## config.mk

```make
export PLATFORM = sky130hd
export DESIGN_NAME = uart_rx_fifo
export DESIGN_NICKNAME = d
export VERILOG_FILES = /design/src/rtl/uart_pkg.sv /design/src/rtl/sync_fifo.sv /design/src/rtl/uart_rx_fifo.sv
export SDC_FILE = /design/constraint.sdc
export NUM_CORES = 1
export LEC_CHECK = 0
export ABC_AREA = 1
export CORE_MARGIN = 2
export CORE_UTILIZATION = 25
export DETAILED_ROUTE_END_ITERATION = 8
export PLACE_DENSITY = 0.38
export SLEW_MARGIN = 5
export SYNTH_ARGS = -nofsm -noshare
export SYNTH_HDL_FRONTEND = slang
export SYNTH_SLANG_ARGS = --single-unit
```

## constraint.sdc

```tcl
create_clock -name clk -period 2.6 [get_ports clk]
set_input_delay 0.65 -clock clk [delete_from_list [all_inputs] [get_ports clk]]
set_output_delay 0.65 -clock clk [all_outputs]
set_load 0.03 [all_outputs]
```

## src/rtl/uart_pkg.sv

```systemverilog
// rtl/uart_pkg.sv - shared UART types, constants and baud divisor helper
package uart_pkg;

    localparam int UART_DATA_BITS = 8;

    typedef enum logic [2:0] {
        IDLE,
        START,
        DATA,
        STOP,
        BREAK
    } rx_state_t;

    function automatic int clks_per_bit(input int freq, input int baud);
        return freq / baud;
    endfunction

endpackage

```

## src/rtl/sync_fifo.sv

```systemverilog
// rtl/sync_fifo.sv - single-clock circular FIFO with first-word fall-through read
module sync_fifo #(
    parameter int WIDTH = 8,
    parameter int DEPTH = 16
) (
    input  logic                     clk,
    input  logic                     rst,
    input  logic                     push,
    input  logic [WIDTH-1:0]         wdata,
    input  logic                     pop,
    output logic [WIDTH-1:0]         rdata,
    output logic                     full,
    output logic                     empty,
    output logic [$clog2(DEPTH):0]   count
);

    localparam int AW = $clog2(DEPTH);

    logic [WIDTH-1:0] mem_q [DEPTH];
    logic [AW:0]      wr_ptr_q;
    logic [AW:0]      rd_ptr_q;
    logic             do_push;
    logic             do_pop;

    // Pointers carry one extra wrap bit so full and empty differ only in the MSB.
    assign empty   = (wr_ptr_q == rd_ptr_q);
    assign full    = (wr_ptr_q[AW] != rd_ptr_q[AW]) &&
                     (wr_ptr_q[AW-1:0] == rd_ptr_q[AW-1:0]);
    assign count   = wr_ptr_q - rd_ptr_q;
    assign do_pop  = pop && !empty;
    assign do_push = push && (!full || do_pop);
    assign rdata   = mem_q[rd_ptr_q[AW-1:0]];

    always_ff @(posedge clk or posedge rst) begin
        if (rst) begin
            wr_ptr_q <= '0;
            rd_ptr_q <= '0;
        end else begin
            if (do_push) begin
                wr_ptr_q <= wr_ptr_q + {{AW{1'b0}}, 1'b1};
            end
            if (do_pop) begin
                rd_ptr_q <= rd_ptr_q + {{AW{1'b0}}, 1'b1};
            end
        end
    end

    // Full push+pop reuses the slot being read; the head is consumed this cycle.
    always_ff @(posedge clk) begin
        if (do_push) begin
            mem_q[wr_ptr_q[AW-1:0]] <= wdata;
        end
    end

endmodule

```

## src/rtl/uart_rx_fifo.sv

```systemverilog
// rtl/uart_rx_fifo.sv - 8N1 UART receiver feeding a byte FIFO with data_ready/read_ack handshake
module uart_rx_fifo
    import uart_pkg::*;
#(
    parameter int CLOCK_FREQUENCY = 27000000,
    parameter int BAUD_RATE       = 115200,
    parameter int FIFO_DEPTH      = 16
) (
    input  logic                          clk,
    input  logic                          rst,
    input  logic                          rx,
    output logic [UART_DATA_BITS-1:0]     data,
    output logic                          data_ready,
    input  logic                          read_ack,
    output logic [$clog2(FIFO_DEPTH):0]   fifo_count,
    output logic                          framing_error,
    output logic                          overrun
);

    localparam int CLKS_PER_BIT = clks_per_bit(CLOCK_FREQUENCY, BAUD_RATE);
    localparam int HALF         = CLKS_PER_BIT / 2 - 1;
    localparam int CNT_W        = $clog2(CLKS_PER_BIT);
    localparam int IDX_W        = $clog2(UART_DATA_BITS);

    localparam logic [CNT_W-1:0] HALF_C = CNT_W'(HALF);
    localparam logic [CNT_W-1:0] LAST_C = CNT_W'(CLKS_PER_BIT - 1);
    localparam logic [IDX_W-1:0] TOP_IDX = IDX_W'(UART_DATA_BITS - 1);

    rx_state_t                state_q;
    logic                     rx_meta_q;
    logic                     rx_s_q;
    logic                     rx_prev_q;
    logic [CNT_W-1:0]         bit_cnt_q;
    logic [IDX_W-1:0]         bit_idx_q;
    logic [UART_DATA_BITS-1:0] shift_q;
    logic                     framing_error_q;
    logic                     overrun_q;
    logic                     push;
    logic                     fifo_full;
    logic                     fifo_empty;

    always_ff @(posedge clk or posedge rst) begin
        if (rst) begin
            rx_meta_q <= 1'b1;
            rx_s_q    <= 1'b1;
            rx_prev_q <= 1'b1;
        end else begin
            rx_meta_q <= rx;
            rx_s_q    <= rx_meta_q;
            rx_prev_q <= rx_s_q;
        end
    end

    // A good stop bit writes straight into the FIFO so the byte is visible next cycle.
    assign push = (state_q == STOP) && (bit_cnt_q == LAST_C) && rx_s_q;

    always_ff @(posedge clk or posedge rst) begin
        if (rst) begin
            state_q         <= IDLE;
            bit_cnt_q       <= '0;
            bit_idx_q       <= '0;
            shift_q         <= '0;
            framing_error_q <= 1'b0;
        end else begin
            framing_error_q <= 1'b0;
            bit_cnt_q       <= bit_cnt_q + {{(CNT_W-1){1'b0}}, 1'b1};
            case (state_q)
                IDLE: begin
                    if (rx_prev_q && !rx_s_q) begin
                        bit_cnt_q <= '0;
                        state_q   <= START;
                    end
                end
                START: begin
                    if (bit_cnt_q == HALF_C) begin
                        if (!rx_s_q) begin
                            bit_cnt_q <= '0;
                            bit_idx_q <= '0;
                            state_q   <= DATA;
                        end else begin
                            state_q <= IDLE;
                        end
                    end
                end
                DATA: begin
                    if (bit_cnt_q == LAST_C) begin
                        shift_q[bit_idx_q] <= rx_s_q;
                        bit_cnt_q          <= '0;
                        bit_idx_q          <= bit_idx_q + {{(IDX_W-1){1'b0}}, 1'b1};
                        if (bit_idx_q == TOP_IDX) begin
                            state_q <= STOP;
                        end
                    end
                end
                STOP: begin
                    if (bit_cnt_q == LAST_C) begin
                        if (rx_s_q) begin
                            state_q <= IDLE;
                        end else begin
                            framing_error_q <= 1'b1;
                            state_q         <= BREAK;
                        end
                    end
                end
                BREAK: begin
                    if (rx_s_q) begin
                        state_q <= IDLE;
                    end
                end
                default: state_q <= IDLE;
            endcase
        end
    end

    // A pop in the push cycle frees the slot, so only an unread full FIFO drops the byte.
    always_ff @(posedge clk or posedge rst) begin
        if (rst) begin
            overrun_q <= 1'b0;
        end else begin
            overrun_q <= push && fifo_full && !read_ack;
        end
    end

    sync_fifo #(
        .WIDTH (UART_DATA_BITS),
        .DEPTH (FIFO_DEPTH)
    ) u_fifo (
        .clk   (clk),
        .rst   (rst),
        .push  (push),
        .wdata (shift_q),
        .pop   (read_ack),
        .rdata (data),
        .full  (fifo_full),
        .empty (fifo_empty),
        .count (fifo_count)
    );

    assign data_ready    = !fifo_empty;
    assign framing_error = framing_error_q;
    assign overrun       = overrun_q;

endmodule

```

Yosys cells after proc, flatten, opt, wreduce, memory -nomap -nowiden. Memory sizes are Yosys's and may differ from the RTL's. Index checks and enable logic that the tools add are counted.

Bits in registers: 37. RAM bits: 128. Bits of input ports: 4. Output and inout bits: 16. Word-level logic and storage cells: 81. Memories kept: 1.

Add/subtract/negate cells: 5. Order comparisons: 2. Eq/ne operators: 17. Muxes and demuxes: 26. Reduce and logical (&&, ||, !) cells: 19.

Memory list: u_fifo.mem_q (words 16, width 8, read ports 1, clocked after memory_dff 0, write ports 1, RTL line sync_fifo.sv:19) `logic [WIDTH-1:0] mem_q [DEPTH];`.

Operators with widths (number): $mux 8 (4); $mux 3 (10); $pmux 8 s3 (1); $pmux 3 s5 (1); $ne 2x2->1 const B (6); $add 5x1->5 const B (2); $logic_and 1x1->1 (9); $add 8x1->8 const B (1); $bwmux 8 (1); $eq 8x7->1 const B (1); $eq 8x8->1 const B (1); $eq 3x2->1 const B (2); $eq 3x3->1 const B (2); $mux 1 (6); $pmux 3 s2 (1); $reduce_and 6->1 (1); $eq 5x5->1 (1); $sub 5x5->5 (1); $eq 4x4->1 (1); $logic_not 1->1 (4); $lt 3x4->1 const B (1); $reduce_and 4->1 (1); $add 3x1->3 const B (1); $demux 1 s3 (1); 9 further kinds (9).

Depth between registers and ports, before layout. Gate-level depths: netlist of run 1.

Word-level depth: 7. Depth in mapped cells: 11. Depth with buffers taken out: 11.

Cells and area by module. A second synthesis of run 1 with hierarchy kept.

Cells, all modules: 852. Area, all modules: 7861.3 um^2.

By module, submodules not included: sync_fifo (instances 1, cells an instance 678, area each 6478.7 um^2, seq. area each 4093.9 um^2); uart_rx_fifo (instances 1, cells an instance 174, area each 1382.6 um^2, seq. area each 679.4 um^2).

Worst setup path after synthesis of run 1. Ideal clock, no wire load.

Path type: register -> output. Start point: reg u_fifo.rd_ptr_q[2]. End point: out fifo_count[4]. Arrival time: 1.871 ns. Data required time: 1.950 ns. Slack: 0.079 ns. Cell stages (with the launch flop): 7. Path buffers: 1. Cells stage by stage: dfrtp_1 -> clkbuf_1 -> inv_2 -> ha_1 -> nand2_1 -> o21ai_0 -> xor2_1.

Cells in the longest elaborated chain, start to end: 1.

RTL lines: start: declaration (RTL line sync_fifo.sv:21) `logic [AW:0] rd_ptr_q;`; start signal: assignment (RTL line sync_fifo.sv:43) `rd_ptr_q <= rd_ptr_q + {{AW{1'b0}}, 1'b1};`; $sub 5x5->5 (RTL line sync_fifo.sv:29) `assign count = wr_ptr_q - rd_ptr_q;`; end: declaration (RTL line uart_rx_fifo.sv:15) `output logic [$clog2(FIFO_DEPTH):0] fifo_count,`.

No other way between the ends.

Final worst setup path of run 1.
Start point: reg u_fifo.rd_ptr_q[0]. End point: out data[1].

Cells in the longest elaborated chain, start to end: 1.

RTL lines: $mem_v2 16x8; end: declaration (RTL line uart_rx_fifo.sv:12) `output logic [UART_DATA_BITS-1:0] data,`.

No other way between the ends.

==> results of run 1 <==
## per-stage QoR
stage	TNS, ns	total power [uW]	area (sq um)
global placement	0	6380	8000
finish	-0.318	10200	9380
CTS	-0.635	9940	9130
detailed placement	0	6360	8000
global route	-1.29	10800	9380
floorplan	0	5180	7180
## cell type report
cell class                      instances  share of cell area, %
Sequential cell                       165                   50.9
Multi-Input combinational cell        417                   25.5
Timing Repair Buffer                   72                   10.1
Tap cell                              384                   5.12
Clock buffer                           17                   4.53
Inverter                               53                   2.44
Clock inverter                         15                   1.40
## per-layer routing
layer | part of all wire [%] | track usage, % | up-vias
met5 | 0 | 0 | -
met4 | 1.0 | 3.50 | 0
met3 | 3.8 | 2.74 | 19
met2 | 46 | 21.3 | 89
met1 | 49 | 18.9 | 2458
li1 | - | - | 2394
## logic make-up (layout without fill, tap and decap cells)
| kind of cell | after synthesis | count (layout) | share of synthesized area [%] |
|---|---|---|---|
| compound gates | 113 | 113 | 8.57 |
| xor+xnor | 15 | 15 | 1.93 |
| fa+ha+maj | 15 | 15 | 2.72 |
| buf+inv | 77 | 157 | 4.30 |
| flops | 165 | 165 | 66.5 |
| simple gates | 274 | 274 | 16.0 |
## placed cells by master (no fill, tap or decap), types with 3 or more instances in the layout
cell             instances
edfxtp_1               128
nor2_1                  97
nand2_1                 90
o21ai_1                 48
inv_1                   40
buf_4                   34
nand3_1                 31
dfrtp_1                 31
nor2_2                  22
o21ai_2                 21
clkbuf_16               21
o211ai_1                16
nand2_2                 15
ha_1                    14
o21ai_0                 12
xor2_1                  11
inv_2                   10
buf_16                  10
buf_6                    9
clkinvlp_4               8
buf_12                   7
nor2_4                   6
o22ai_2                  6
nand3_2                  5
clkdlybuf4s50_1          5
a21oi_1                  4
o21ai_4                  4
xnor2_1                  3
inv_6                    3
dfstp_2                  3
dfrtp_2                  3
## worst paths after layout
path | slack, ns | to | start
min | 0.36 | rx_s_q | rx_meta_q
min in group asynchronous | 0.62 | u_fifo.rd_ptr_q[3] | rst
max | -0.07 | data[1] | u_fifo.rd_ptr_q[0]
min reg2reg | 0.36 | rx_s_q | rx_meta_q
max in group asynchronous | 1.60 | u_fifo.wr_ptr_q[1] | rst
max reg2reg | 0.35 | u_fifo.mem_q[8][2] | bit_cnt_q[1]
## state kept, by name (all words and copies together), names as in the netlist
signal	flops
framing_error	1
rx_s_q	1
shift_q	8
state_q	3
bit_idx_q	3
rx_prev_q	1
u_fifo.wr_ptr_q	5
u_fifo.mem_q	128
rx_meta_q	1
bit_cnt_q	8
u_fifo.rd_ptr_q	5
overrun	1
## repair_timing
| action | CTS | global route |
|---|---|---|
| cloned | 8 | 4 |
| resized for setup | 94 | 60 |
| buffers inserted | 10 | 1 |
| setup endpoints to repair | 12 | 11 |
| pin swaps | 30 | 23 |
## report_power, final
part / total (uW) / switching (uW) / leakage, uW / internal [uW]
registers: 3000 / 99.5 / 0.00197 / 2900
clock network: 2400 / 1090 / 0.000252 / 1320
logic: 4800 / 2710 / 0.00165 / 2090
total: 10200 / 3900 / 0.00387 / 6310
==> impl_metrics.yaml, run 1 <==
place:
  preCtsSetupSlack_ns: 0.154
  port_buffers: 19
  place_congestion: 0.715
  dp_hpwl_microns: 11700
  placed_cells: 1069
floorplan:
  io_pins: 20
  start_util_pct: 25.2
  die_w_microns: 173
  die_y_microns: 173
  core-area_sq_um: 28500
  row_count: 62
  die_area_sq_um: 30100
global_routing:
  grtUsageTotal_pct: 13.5
  antenna_found_initial: 0
  grt_pass1_wl_microns: 30800
  grt_max_degree: 38
  grt_pass1_vias: 5118
  grt_overflow: 0
layout:
  layout-drive-gt1-share_pct: 26.9
  multi_input_area_sq_um: 2390
  final_util_pct: 33.0
  seqCellArea_sq_um: 4780
  layout.nets: 745
  fin_cells: 1123
  area_growth_pct: 30.6
  n_fill_cell: 2872
  diodes: 0
worst_setup_path:
  path_cells: "buf_12 > clkinv_16 > buf_8 > buf_16 > o21ai_2 > o21ai_2 > nand2_1 > nand2_2 > inv_2 > nand2_2 > buf_6"
  cp.arrival_ns: 2.02
  worstPathMaxFanout: 8
  rr_worst_depth: 9
  cpPeakStageDelay_ns: 0.40
  cp_num_cells: 11
  path_class: "reg -> out"
  path_buf_inv: 6
  crit_family: "buffers and inverters"
  startpoint_type: "flop"
  worstPathRequired_ns: 1.95
  endpoint_kind: "primary output"
  cp_slowest_cell: "dfrtp_2"
status:
  status: "finished, violations left"
  violations: "setup timing"
synth:
  synth_cells: 659
  synth_edf_count: 128
  synth_top_cell_by_area: "edfxtp_1"
  synth_cell_type_count: 31
  ys.flop_type: "edfxtp_1"
  synth_top_area_share_pct: 53.5
  synth.most_common_cell: "edfxtp_1"
  synth_area_per_cell_sq_um: 10.9
  ys.warnings.count: 0
  ys_ff_latch: 165
  netlist_area_sq_um: 7180
  async_flop_share_pct: 22.4
  syn_nets: 678
  yosys-top-cells-area: "edfxtp_1, dfrtp_1, nor2_1"
  ys_seq_area_share_pct: 66.5
  netlist_top_cells_count: "edfxtp_1, nor2_1, nand2_1, o21ai_1, inv_1"
clock_network:
  cts_buffers: 17
  h-tree-depth: 4
  cts_max_path_buffers: 2
  cts_root_buffer: "clkbuf_16"
  tritoncts: "yes"
  numClockSinks: 165
  cts_hold_buf: 0
  clkTransAtPathRegs_ns: 0.07
  clk_latency_ns: 0.43
detailed_routing:
  avgViaCountPerCell: 4.42
  num_vias: 4960
  drt-pass1-iter-count: 4
  drc: 0
  ant_nets: 0
  avgRoutedWirePerCell_microns: 17.6
  dr.first_iter.drc_count: 348
  routed_wl_microns: 19800
timing:
  fmax_mhz: 375
  slew_headroom_pct: 45.9
  slew_violations: 0
  setup_viol: 9
  worst_pin_slew_ns: 0.811
  rsz0062_at_grt: "true"
  fin_crit_sh_pct: 103
  setup_ws_ns: -0.0675
  hold_ws_ns: 0.357
  skew_ns: 0.00853
  fin_crit_ns: 2.67
  hold_violations: 0
power_and_ir_drop:
  p_per_area_nw_per_um2: 1090
  total_leakage_power_uw: 0.00387
  peakVddDrop_mv: 0.560
worst_hold_path:
  hold_class: "reg -> reg"
  min_path_cells: 0
run:
  maxCapViolations: 0
No activity file was read; power rests on OpenSTA's default activity.
==> run 2, diff against run 1 <==
--- a/config.mk
+++ b/config.mk
@@ -6,6 +6,8 @@
 export NUM_CORES = 1
 export LEC_CHECK = 0
 export ABC_AREA = 1
+export ABC_CLOCK_PERIOD_IN_PS = 2600
+export CAP_MARGIN = 20
 export CORE_MARGIN = 2
 export CORE_UTILIZATION = 25
 export DETAILED_ROUTE_END_ITERATION = 8
==> results of run 2 <==
No change in the layout: final DEF, timing and power equal those of run 1.
==> run 3, diff against run 2 <==
--- a/config.mk
+++ b/config.mk
@@ -11,8 +11,9 @@
 export CORE_MARGIN = 2
 export CORE_UTILIZATION = 25
 export DETAILED_ROUTE_END_ITERATION = 8
+export GPL_ROUTABILITY_DRIVEN = 0
 export PLACE_DENSITY = 0.38
-export SLEW_MARGIN = 5
+export SLEW_MARGIN = 30
 export SYNTH_ARGS = -nofsm -noshare
 export SYNTH_HDL_FRONTEND = slang
 export SYNTH_SLANG_ARGS = --single-unit
==> results of run 3 <==
No change in the layout: final DEF, timing and power equal those of run 1.
